--- config.mk ---
export PLATFORM = sky130hd
export DESIGN_NAME = ct_had_pcfifo_ctrl_flat
export DESIGN_NICKNAME = d
export VERILOG_FILES = /design/src/rtl/ct_had_pcfifo_ctrl_if.sv /design/src/rtl/ct_had_pcfifo_ctrl.sv /design/src/flat_wrapper.sv
export SDC_FILE = /design/constraint.sdc
export NUM_CORES = 1
export LEC_CHECK = 0
export BUFFER_PORTS_ARGS = -buffer_cell sky130_fd_sc_hd__clkbuf_2
export CAP_MARGIN = 20
export CORE_ASPECT_RATIO = 0.75
export CORE_MARGIN = 8
export CORE_UTILIZATION = 45
export CTS_BUF_LIST = sky130_fd_sc_hd__clkbuf_4
export DETAILED_ROUTE_END_ITERATION = 8
export PLACE_DENSITY_LB_ADDON = 0.05
export RECOVER_POWER = 100
export SYNTH_ARGS = -nofsm -noshare
export SYNTH_HDL_FRONTEND = slang
export SYNTH_SLANG_ARGS = --single-unit
--- constraint.sdc ---
create_clock -name cpuclk -period 2.68 [get_ports cpuclk]
set_input_delay 0.536 -clock cpuclk [delete_from_list [all_inputs] [get_ports cpuclk]]
set_output_delay 0.536 -clock cpuclk [all_outputs]
set_load 0.01 [all_outputs]
--- src/rtl/ct_had_pcfifo_ctrl_if.sv ---
// Register-block read handshake between the HAD register file and the PC FIFO controller.
// The register block is the master and holds the request level until the ack arrives.
interface ct_had_pcfifo_ctrl_if #(
    parameter int DATAW = 64
);
    logic             regs_pcfifo_rd_req;
    logic             pcfifo_rd_ack;
    logic             pcfifo_rd_err;
    logic [DATAW-1:0] pcfifo_rd_data;

    modport master (
        output regs_pcfifo_rd_req,
        input  pcfifo_rd_ack,
        input  pcfifo_rd_err,
        input  pcfifo_rd_data
    );

    modport slave (
        input  regs_pcfifo_rd_req,
        output pcfifo_rd_ack,
        output pcfifo_rd_err,
        output pcfifo_rd_data
    );
endinterface

--- src/rtl/ct_had_pcfifo_ctrl.sv ---
// PC FIFO controller: gates change-of-flow recording, serves register reads, tracks occupancy.
// Read req->ack is 3 cycles (1 on a refused read); reads wait while a push is in flight.
module ct_had_pcfifo_ctrl #(
    parameter int DEPTH    = 16,
    parameter int CNT_W    = 5,
    parameter int DATAW    = 64,
    parameter int EXIT_DLY = 2
) (
    input  logic                 cpuclk,
    input  logic                 cpurst,
    input  logic                 had_core_dbg_mode,
    input  logic                 regs_pcfifo_en,
    input  logic                 regs_pcfifo_ovf_clr,
    input  logic                 rtu_had_xx_pcfifo_inst0_chgflow,
    input  logic                 rtu_had_xx_pcfifo_inst1_chgflow,
    input  logic                 rtu_had_xx_pcfifo_inst2_chgflow,
    input  logic [DATAW-1:0]     pcfifo_regs_data,
    output logic                 ctrl_pcfifo_wen,
    output logic                 ctrl_pcfifo_ren,
    output logic [CNT_W-1:0]     pcfifo_cnt,
    output logic                 pcfifo_ovf,
    ct_had_pcfifo_ctrl_if.slave  rd_if
);
    localparam logic [1:0] ST_IDLE = 2'd0;
    localparam logic [1:0] ST_REN  = 2'd1;
    localparam logic [1:0] ST_CAPT = 2'd2;
    localparam logic [1:0] ST_ACK  = 2'd3;

    localparam logic [2:0]             EXIT_LOAD = 3'(EXIT_DLY - 1);
    localparam logic signed [CNT_W+1:0] DEPTH_S  = (CNT_W+2)'(DEPTH);

    logic [1:0]         state_q, state_d;
    logic               dbg_q;
    logic [2:0]         exit_cnt_q, exit_cnt_d;
    logic [1:0]         k_q, k_d;
    logic [CNT_W-1:0]   cnt_q, cnt_d;
    logic               ovf_q, ovf_d;
    logic               rd_err_q, rd_err_d;
    logic [DATAW-1:0]   rd_data_q, rd_data_d;
    logic signed [CNT_W+1:0] sum;
    logic               dbg_fall, dbg_rise;

    assign dbg_fall = dbg_q & ~had_core_dbg_mode;
    assign dbg_rise = ~dbg_q & had_core_dbg_mode;

    // The first cycle out of debug is blocked by dbg_q; the counter covers the remaining EXIT_DLY-1.
    assign ctrl_pcfifo_wen = regs_pcfifo_en & ~had_core_dbg_mode & ~dbg_q & (exit_cnt_q == 3'd0);
    assign ctrl_pcfifo_ren = (state_q == ST_REN);

    assign rd_if.pcfifo_rd_ack  = (state_q == ST_ACK);
    assign rd_if.pcfifo_rd_err  = rd_err_q;
    assign rd_if.pcfifo_rd_data = rd_data_q;
    assign pcfifo_cnt           = cnt_q;
    assign pcfifo_ovf           = ovf_q;

    always_comb begin
        exit_cnt_d = exit_cnt_q;
        if (dbg_rise) begin
            exit_cnt_d = 3'd0;
        end else if (dbg_fall) begin
            exit_cnt_d = EXIT_LOAD;
        end else if (exit_cnt_q != 3'd0) begin
            exit_cnt_d = exit_cnt_q - 3'd1;
        end
    end

    assign k_d = ctrl_pcfifo_wen ?
                 (2'({1'b0, rtu_had_xx_pcfifo_inst0_chgflow}) +
                  2'({1'b0, rtu_had_xx_pcfifo_inst1_chgflow}) +
                  2'({1'b0, rtu_had_xx_pcfifo_inst2_chgflow})) : 2'd0;

    // k_q lines up with the FIFO's own flopped write of the same entries.
    always_comb begin
        sum = $signed({2'b00, cnt_q})
            + $signed({{CNT_W{1'b0}}, k_q})
            - $signed({{(CNT_W+1){1'b0}}, ctrl_pcfifo_ren});
        if (sum[CNT_W+1]) begin
            cnt_d = '0;
        end else if (sum > DEPTH_S) begin
            cnt_d = CNT_W'(DEPTH);
        end else begin
            cnt_d = sum[CNT_W-1:0];
        end
        ovf_d = (sum > DEPTH_S) | (ovf_q & ~regs_pcfifo_ovf_clr);
    end

    always_comb begin
        state_d   = state_q;
        rd_err_d  = rd_err_q;
        rd_data_d = rd_data_q;
        case (state_q)
            ST_IDLE: begin
                if (rd_if.regs_pcfifo_rd_req) begin
                    if (regs_pcfifo_en & ~had_core_dbg_mode) begin
                        state_d   = ST_ACK;
                        rd_err_d  = 1'b1;
                        rd_data_d = '0;
                    end else if (~ctrl_pcfifo_wen && (k_q == 2'd0)) begin
                        state_d = ST_REN;
                    end
                end
            end
            ST_REN:  state_d = ST_CAPT;
            ST_CAPT: begin
                rd_data_d = pcfifo_regs_data;
                rd_err_d  = 1'b0;
                state_d   = ST_ACK;
            end
            ST_ACK: begin
                if (!rd_if.regs_pcfifo_rd_req) begin
                    state_d = ST_IDLE;
                end
            end
            default: state_d = ST_IDLE;
        endcase
    end

    always_ff @(posedge cpuclk or posedge cpurst) begin
        if (cpurst) begin
            state_q    <= ST_IDLE;
            dbg_q      <= 1'b0;
            exit_cnt_q <= 3'd0;
            k_q        <= 2'd0;
            cnt_q      <= '0;
            ovf_q      <= 1'b0;
            rd_err_q   <= 1'b0;
            rd_data_q  <= '0;
        end else begin
            state_q    <= state_d;
            dbg_q      <= had_core_dbg_mode;
            exit_cnt_q <= exit_cnt_d;
            k_q        <= k_d;
            cnt_q      <= cnt_d;
            ovf_q      <= ovf_d;
            rd_err_q   <= rd_err_d;
            rd_data_q  <= rd_data_d;
        end
    end
endmodule

--- src/flat_wrapper.sv ---
// flat-port wrapper written by rule: the top's interface ports become plain ports
module ct_had_pcfifo_ctrl_flat 
#(
    parameter int DEPTH    = 16,
    parameter int CNT_W    = 5,
    parameter int DATAW    = 64,
    parameter int EXIT_DLY = 2
)
  (cpuclk, cpurst, had_core_dbg_mode, regs_pcfifo_en, regs_pcfifo_ovf_clr, rtu_had_xx_pcfifo_inst0_chgflow, rtu_had_xx_pcfifo_inst1_chgflow, rtu_had_xx_pcfifo_inst2_chgflow, pcfifo_regs_data, ctrl_pcfifo_wen, ctrl_pcfifo_ren, pcfifo_cnt, pcfifo_ovf, rd_if_regs_pcfifo_rd_req, rd_if_pcfifo_rd_ack, rd_if_pcfifo_rd_err, rd_if_pcfifo_rd_data);
  ct_had_pcfifo_ctrl_if #(.DATAW(DATAW)) rd_if_i ();
  input  logic cpuclk;
  input  logic cpurst;
  input  logic had_core_dbg_mode;
  input  logic regs_pcfifo_en;
  input  logic regs_pcfifo_ovf_clr;
  input  logic rtu_had_xx_pcfifo_inst0_chgflow;
  input  logic rtu_had_xx_pcfifo_inst1_chgflow;
  input  logic rtu_had_xx_pcfifo_inst2_chgflow;
  input  logic [DATAW-1:0] pcfifo_regs_data;
  output logic ctrl_pcfifo_wen;
  output logic ctrl_pcfifo_ren;
  output logic [CNT_W-1:0] pcfifo_cnt;
  output logic pcfifo_ovf;
  input wire logic [$bits(rd_if_i.regs_pcfifo_rd_req)-1:0] rd_if_regs_pcfifo_rd_req;
  output wire logic [$bits(rd_if_i.pcfifo_rd_ack)-1:0] rd_if_pcfifo_rd_ack;
  output wire logic [$bits(rd_if_i.pcfifo_rd_err)-1:0] rd_if_pcfifo_rd_err;
  output wire logic [$bits(rd_if_i.pcfifo_rd_data)-1:0] rd_if_pcfifo_rd_data;
  assign rd_if_i.regs_pcfifo_rd_req = rd_if_regs_pcfifo_rd_req;
  assign rd_if_pcfifo_rd_ack = rd_if_i.pcfifo_rd_ack;
  assign rd_if_pcfifo_rd_err = rd_if_i.pcfifo_rd_err;
  assign rd_if_pcfifo_rd_data = rd_if_i.pcfifo_rd_data;
  ct_had_pcfifo_ctrl #(.DEPTH(DEPTH), .CNT_W(CNT_W), .DATAW(DATAW), .EXIT_DLY(EXIT_DLY)) u_core (.cpuclk(cpuclk), .cpurst(cpurst), .had_core_dbg_mode(had_core_dbg_mode), .regs_pcfifo_en(regs_pcfifo_en), .regs_pcfifo_ovf_clr(regs_pcfifo_ovf_clr), .rtu_had_xx_pcfifo_inst0_chgflow(rtu_had_xx_pcfifo_inst0_chgflow), .rtu_had_xx_pcfifo_inst1_chgflow(rtu_had_xx_pcfifo_inst1_chgflow), .rtu_had_xx_pcfifo_inst2_chgflow(rtu_had_xx_pcfifo_inst2_chgflow), .pcfifo_regs_data(pcfifo_regs_data), .ctrl_pcfifo_wen(ctrl_pcfifo_wen), .ctrl_pcfifo_ren(ctrl_pcfifo_ren), .pcfifo_cnt(pcfifo_cnt), .pcfifo_ovf(pcfifo_ovf), .rd_if(rd_if_i));
endmodule
== Yosys cells after proc, flatten, opt, wreduce, memory -nomap -nowiden ==
Index checks and enable logic that the tools add are counted.
Storage, ports and cells
  bits in registers: 79
Cells by class
  order comparisons: 1
  add/subtract/negate cells: 5
  bitwise gates (word level): 11
  equal/unequal tests: 7
  multiplexer cells: 17
  reductions and logical operators: 9
Operator list (number)
  $mux 64: 2
  $pmux 64 s2: 1
  $mux 2: 5
  $mux 5: 2
  $mux 3: 3
  $pmux 2 s4: 1
  $gt 7x6->1 const B: 1
  $sub 7x2->7: 1
  $add 5x2->6: 1
  $and 1x1->1: 6
  $reduce_and 3->1: 2
  $reduce_bool 3->1: 2
  $eq 2x2->1 const B: 2
  $logic_not 2->1: 2
  $ne 2x2->1 const B: 2
  $not 1->1: 4
  $logic_not 3->1: 1
  $ne 3x1->1 const B: 1
  $sub 3x1->3 const B: 1
  $add 1x1->2: 1
  $add 2x1->2: 1
  $eq 2x1->1 const B: 1
  $mux 1: 2
  $ne 2x1->1 const B: 1
  other kinds (4): 4

== Depth between registers and ports, before layout ==
  depth in word-level cells: 10
  mapped depth: 9

== Least setup slack after synthesis ==
OpenSTA, ideal clock, no wires.
  path type: register to register
  from: register u_core.cnt_q[0] (netlist: u_core.pcfifo_cnt[0])
  to: register u_core.cnt_q[0] (netlist: u_core.pcfifo_cnt[0])
  setup time: 0.137 ns
  stages on the path, launching flop included: 10
  slack: 0.044 ns
  arrival: 2.499 ns
  cell sequence: dfrtp_1 ha_1 inv_1 fa_1 ha_1 and2_1 maj3_1 a2bb2o_4 a21oi_2 a2111oi_2
Between the ends
  word-level cells in the longest chain between the ends: 5
RTL lines
  from (decl): RTL line ct_had_pcfifo_ctrl.sv:36  | logic [CNT_W-1:0] cnt_q, cnt_d;
  from (signal assigned): RTL line ct_had_pcfifo_ctrl.sv:133  | cnt_q <= cnt_d;
  $add 5x2->6 *: RTL line ct_had_pcfifo_ctrl.sv:75  | + $signed({{CNT_W{1'b0}}, k_q})
  $sub 7x2->7 *: RTL line ct_had_pcfifo_ctrl.sv:76  | - $signed({{(CNT_W+1){1'b0}}, ctrl_pcfifo_ren});
  $gt 7x6->1: RTL line ct_had_pcfifo_ctrl.sv:79  | end else if (sum > DEPTH_S) begin
  $mux 5: RTL line ct_had_pcfifo_ctrl.sv:79
  $mux 5 *: RTL line ct_had_pcfifo_ctrl.sv:77  | if (sum[CNT_W+1]) begin
  net u_core.cnt_d[0]: RTL line ct_had_pcfifo_ctrl.sv:36
Mark *: on every way through the listed nets, which the timed path passes. The rest lies on a longest branch.
A chain may end at the register's enable or synchronous reset.

== Final worst setup path ==
Ends and elaborated chain as after synthesis.

==> results.ini <==
[final_layout]
n_fill_cell = 818
layout_commonest_cell = nand2_1
final_cell_mix = nand2_1, dfrtp_1, clkbuf_1
drive_above_1_share_pct = 19.3
area_growth_pct = 24.9
n_antenna_cell = 0
finalNetCount = 620
fin_cells = 644
final_util_pct = 57.7

[cts]
htreeDepth = 3
cts-root-buf = clkbuf_4
cts_buffer_depth = 2
clk_pin_slew_worst_paths_ns = 0.13
clock_latency_ns = 0.43
cts_num_sinks = 79
tritoncts = built
numCtsBuffers = 9

[synth]
mappedNetlistArea_um2 = 3630
synth_area_per_cell_um2 = 9.19
syn-num-nets = 481
async_reset_ff_share_pct = 100
yosysTopAreaCellShare_pct = 54.5
ys_seq_area_share_pct = 54.5
ys_dominant_reg_cell = dfrtp_1
synth-seq-cells = 79
synth_edf_count = 0
synth_area_leader_cell = dfrtp_1
synthDistinctLibCells = 44
synth_warnings = 0
syn_inst = 395
synth.area.top_cells = dfrtp_1, nand2_1, o21ai_0

[detailed_routing]
firstDrtPassIters = 4
antenna_left = 0
vias = 3067
via_per_inst = 4.76
wl_per_cell_um = 14.6
drc = 0
wirelength_um = 9430
initialDrtViolationCount = 145

[sta]
fin_worst_skew_ns = 0.0222
setup_viol = 0
slew_violations = 42
period_minus_slack_ns = 2.57
fin_hold_ws_ns = 0.287
min_period_over_period_pct = 96.0
slew_headroom_pct = -17.2
fmax_mhz = 389
final-hold-violation-count = 0
tightest_slew_ns = 1.75

[job]
cap_violations = 1

[floorplan]
die_w_um = 120
rows = 28
dieArea_um2 = 11200
coreArea_um2 = 7850
initial_core_util_pct = 46.3
io_pins = 147
die_h_um = 93.8

[hold_path]
holdPathStages = 1
hp-class = primary input to flip-flop
hp-start = had_core_dbg_mode

[global_route]
grt_max_degree = 67
grtUsageTotal_pct = 17.2
grt_pass1_vias = 3139
antenna_found_initial = 0
grt_overflow_total = 0
grt_pass1_wl_um = 15600

[worst_setup_path]
path_buf_inv = 1
critical_path_class = flip-flop to flip-flop
endpoint_kind = flip-flop
r2r-start = u_core.pcfifo_cnt[0]
worstPathMaxFanout = 4
cp.depth = 9
cp-startpoint = u_core.pcfifo_cnt[0]
path_cells = ha_1 > inv_1 > fa_1 > ha_4 > and2_1 > maj3_1 > a2bb2o_4 > a21oi_4 > a2111oi_2
crit_required_ns = 2.97
cp_slowest_cell = fa_1
r2r_cells = 9
path_delay_family = adder cells
critPathMaxStageDelay_ns = 0.46
start_kind = flip-flop
cp.arrival_ns = 2.87

[run_status]
violations = max-capacitance violations, max-slew violations
status = finished with violations

[placement]
io_buffers = 146
dp_hpwl_um = 6950
globalplace.congestion = 0.809
dp.cells = 628

[pwr]
ir_worst_vdd_mv = 0.520
leakage_nw = 2.12
p_per_area_nw_per_um2 = 1200

==> final timing paths <==
kind,slack (ns),end
worst max-delay path,0.11,u_core.pcfifo_cnt[0]
worst min-delay path,0.29,u_core.dbg_q
worst max register to register,0.11,u_core.pcfifo_cnt[0]
worst min register to register,0.49,u_core.rd_if.pcfifo_rd_data[7]
max in group asynchronous,0.54,u_core.pcfifo_cnt[0]
min in group asynchronous,0.50,u_core.rd_if.pcfifo_rd_data[55]
==> area by class of cell <==
class	instances	area, µm²	area share [%]
multi-input cells	278	1540	33.9
clock buffers	10	75.1	1.66
repair buffers	152	689	15.2
clock inverters	6	67.6	1.49
well taps	105	131	2.90
inverters	14	53.8	1.19
flip-flops and latches	79	1980	43.6
==> power by group <==
group / internal (W) / switching [W] / total, W / leakage (nW)
Clock: 0.000300 / 0.000436 / 0.000736 / 0.0734
Sequential: 0.00174 / 0.000316 / 0.00206 / 1.05
Combinational: 0.000954 / 0.00170 / 0.00265 / 0.999
==> routing by layer <==
layer,track usage (%),up-vias,share of wire (%)
met4,4.97,0,1.1
met2,26.3,94,45
met3,8.11,10,8.7
li1,-,1573,-
met5,0,-,0
met1,21.4,1390,45
==> logic make-up after synthesis <==
| group | Yosys count | synth area share [%] |
|---|---|---|
| AOI/OAI and AO/OA | 92 | 14.8 |
| xor gates and xnor gates | 5 | 1.93 |
| adders and majority gates | 15 | 5.45 |
| buffers and inverters | 38 | 4.14 |
| DFF | 79 | 54.5 |
| muxes | 2 | 0.552 |
| and+or+nand+nor | 164 | 18.6 |
==> registers in the layout (all words and copies together) (netlist names) <==
| register | count |
|---|---|
| u_core.dbg_q | 1 |
| u_core.exit_cnt_q | 3 |
| u_core.k_q | 2 |
| u_core.pcfifo_cnt | 5 |
| u_core.pcfifo_ovf | 1 |
| u_core.rd_if.pcfifo_rd_data | 64 |
| u_core.rd_if.pcfifo_rd_err | 1 |
| u_core.state_q | 2 |
==> synthesized netlist by cell type (2+ instances only) <==
| library cell | instances |
|---|---|
| a21oi_1 | 7 |
| buf_2 | 3 |
| nand2_1 | 134 |
| fa_1 | 2 |
| o21ai_1 | 2 |
| buf_1 | 2 |
| a21o_1 | 2 |
| a22oi_1 | 3 |
| clkbuf_1 | 18 |
| nand3_1 | 3 |
| and2_1 | 3 |
| nor2_1 | 11 |
| nor2b_1 | 4 |
| xor2_1 | 2 |
| ha_1 | 11 |
| mux2i_1 | 2 |
| maj3_1 | 2 |
| dfrtp_1 | 79 |
| inv_1 | 14 |
| a2111oi_2 | 2 |
| o21ai_0 | 66 |
==> metrics by stage <==
stage	cell area (µm²)	power, W	setup TNS [ns]	setup slack (ns)
after CTS	4630	0.00562	0	0.0216
after detailed placement	4480	0.00487	0	0.0299
after global placement	4480	0.00477	0	0.0654
after global routing	4530	0.00601	-0.0172	-0.0172
final	4530	0.00545	0	0.106
after floorplan	3630	0.00381	0	0.0438
==> what timing repair did <==
action	CTS	global route
gates resized for setup	0	2
setup endpoints to repair	0	3
setup buffers	0	0
hold buffers	0	0
(Power assumes the default switching activity.)
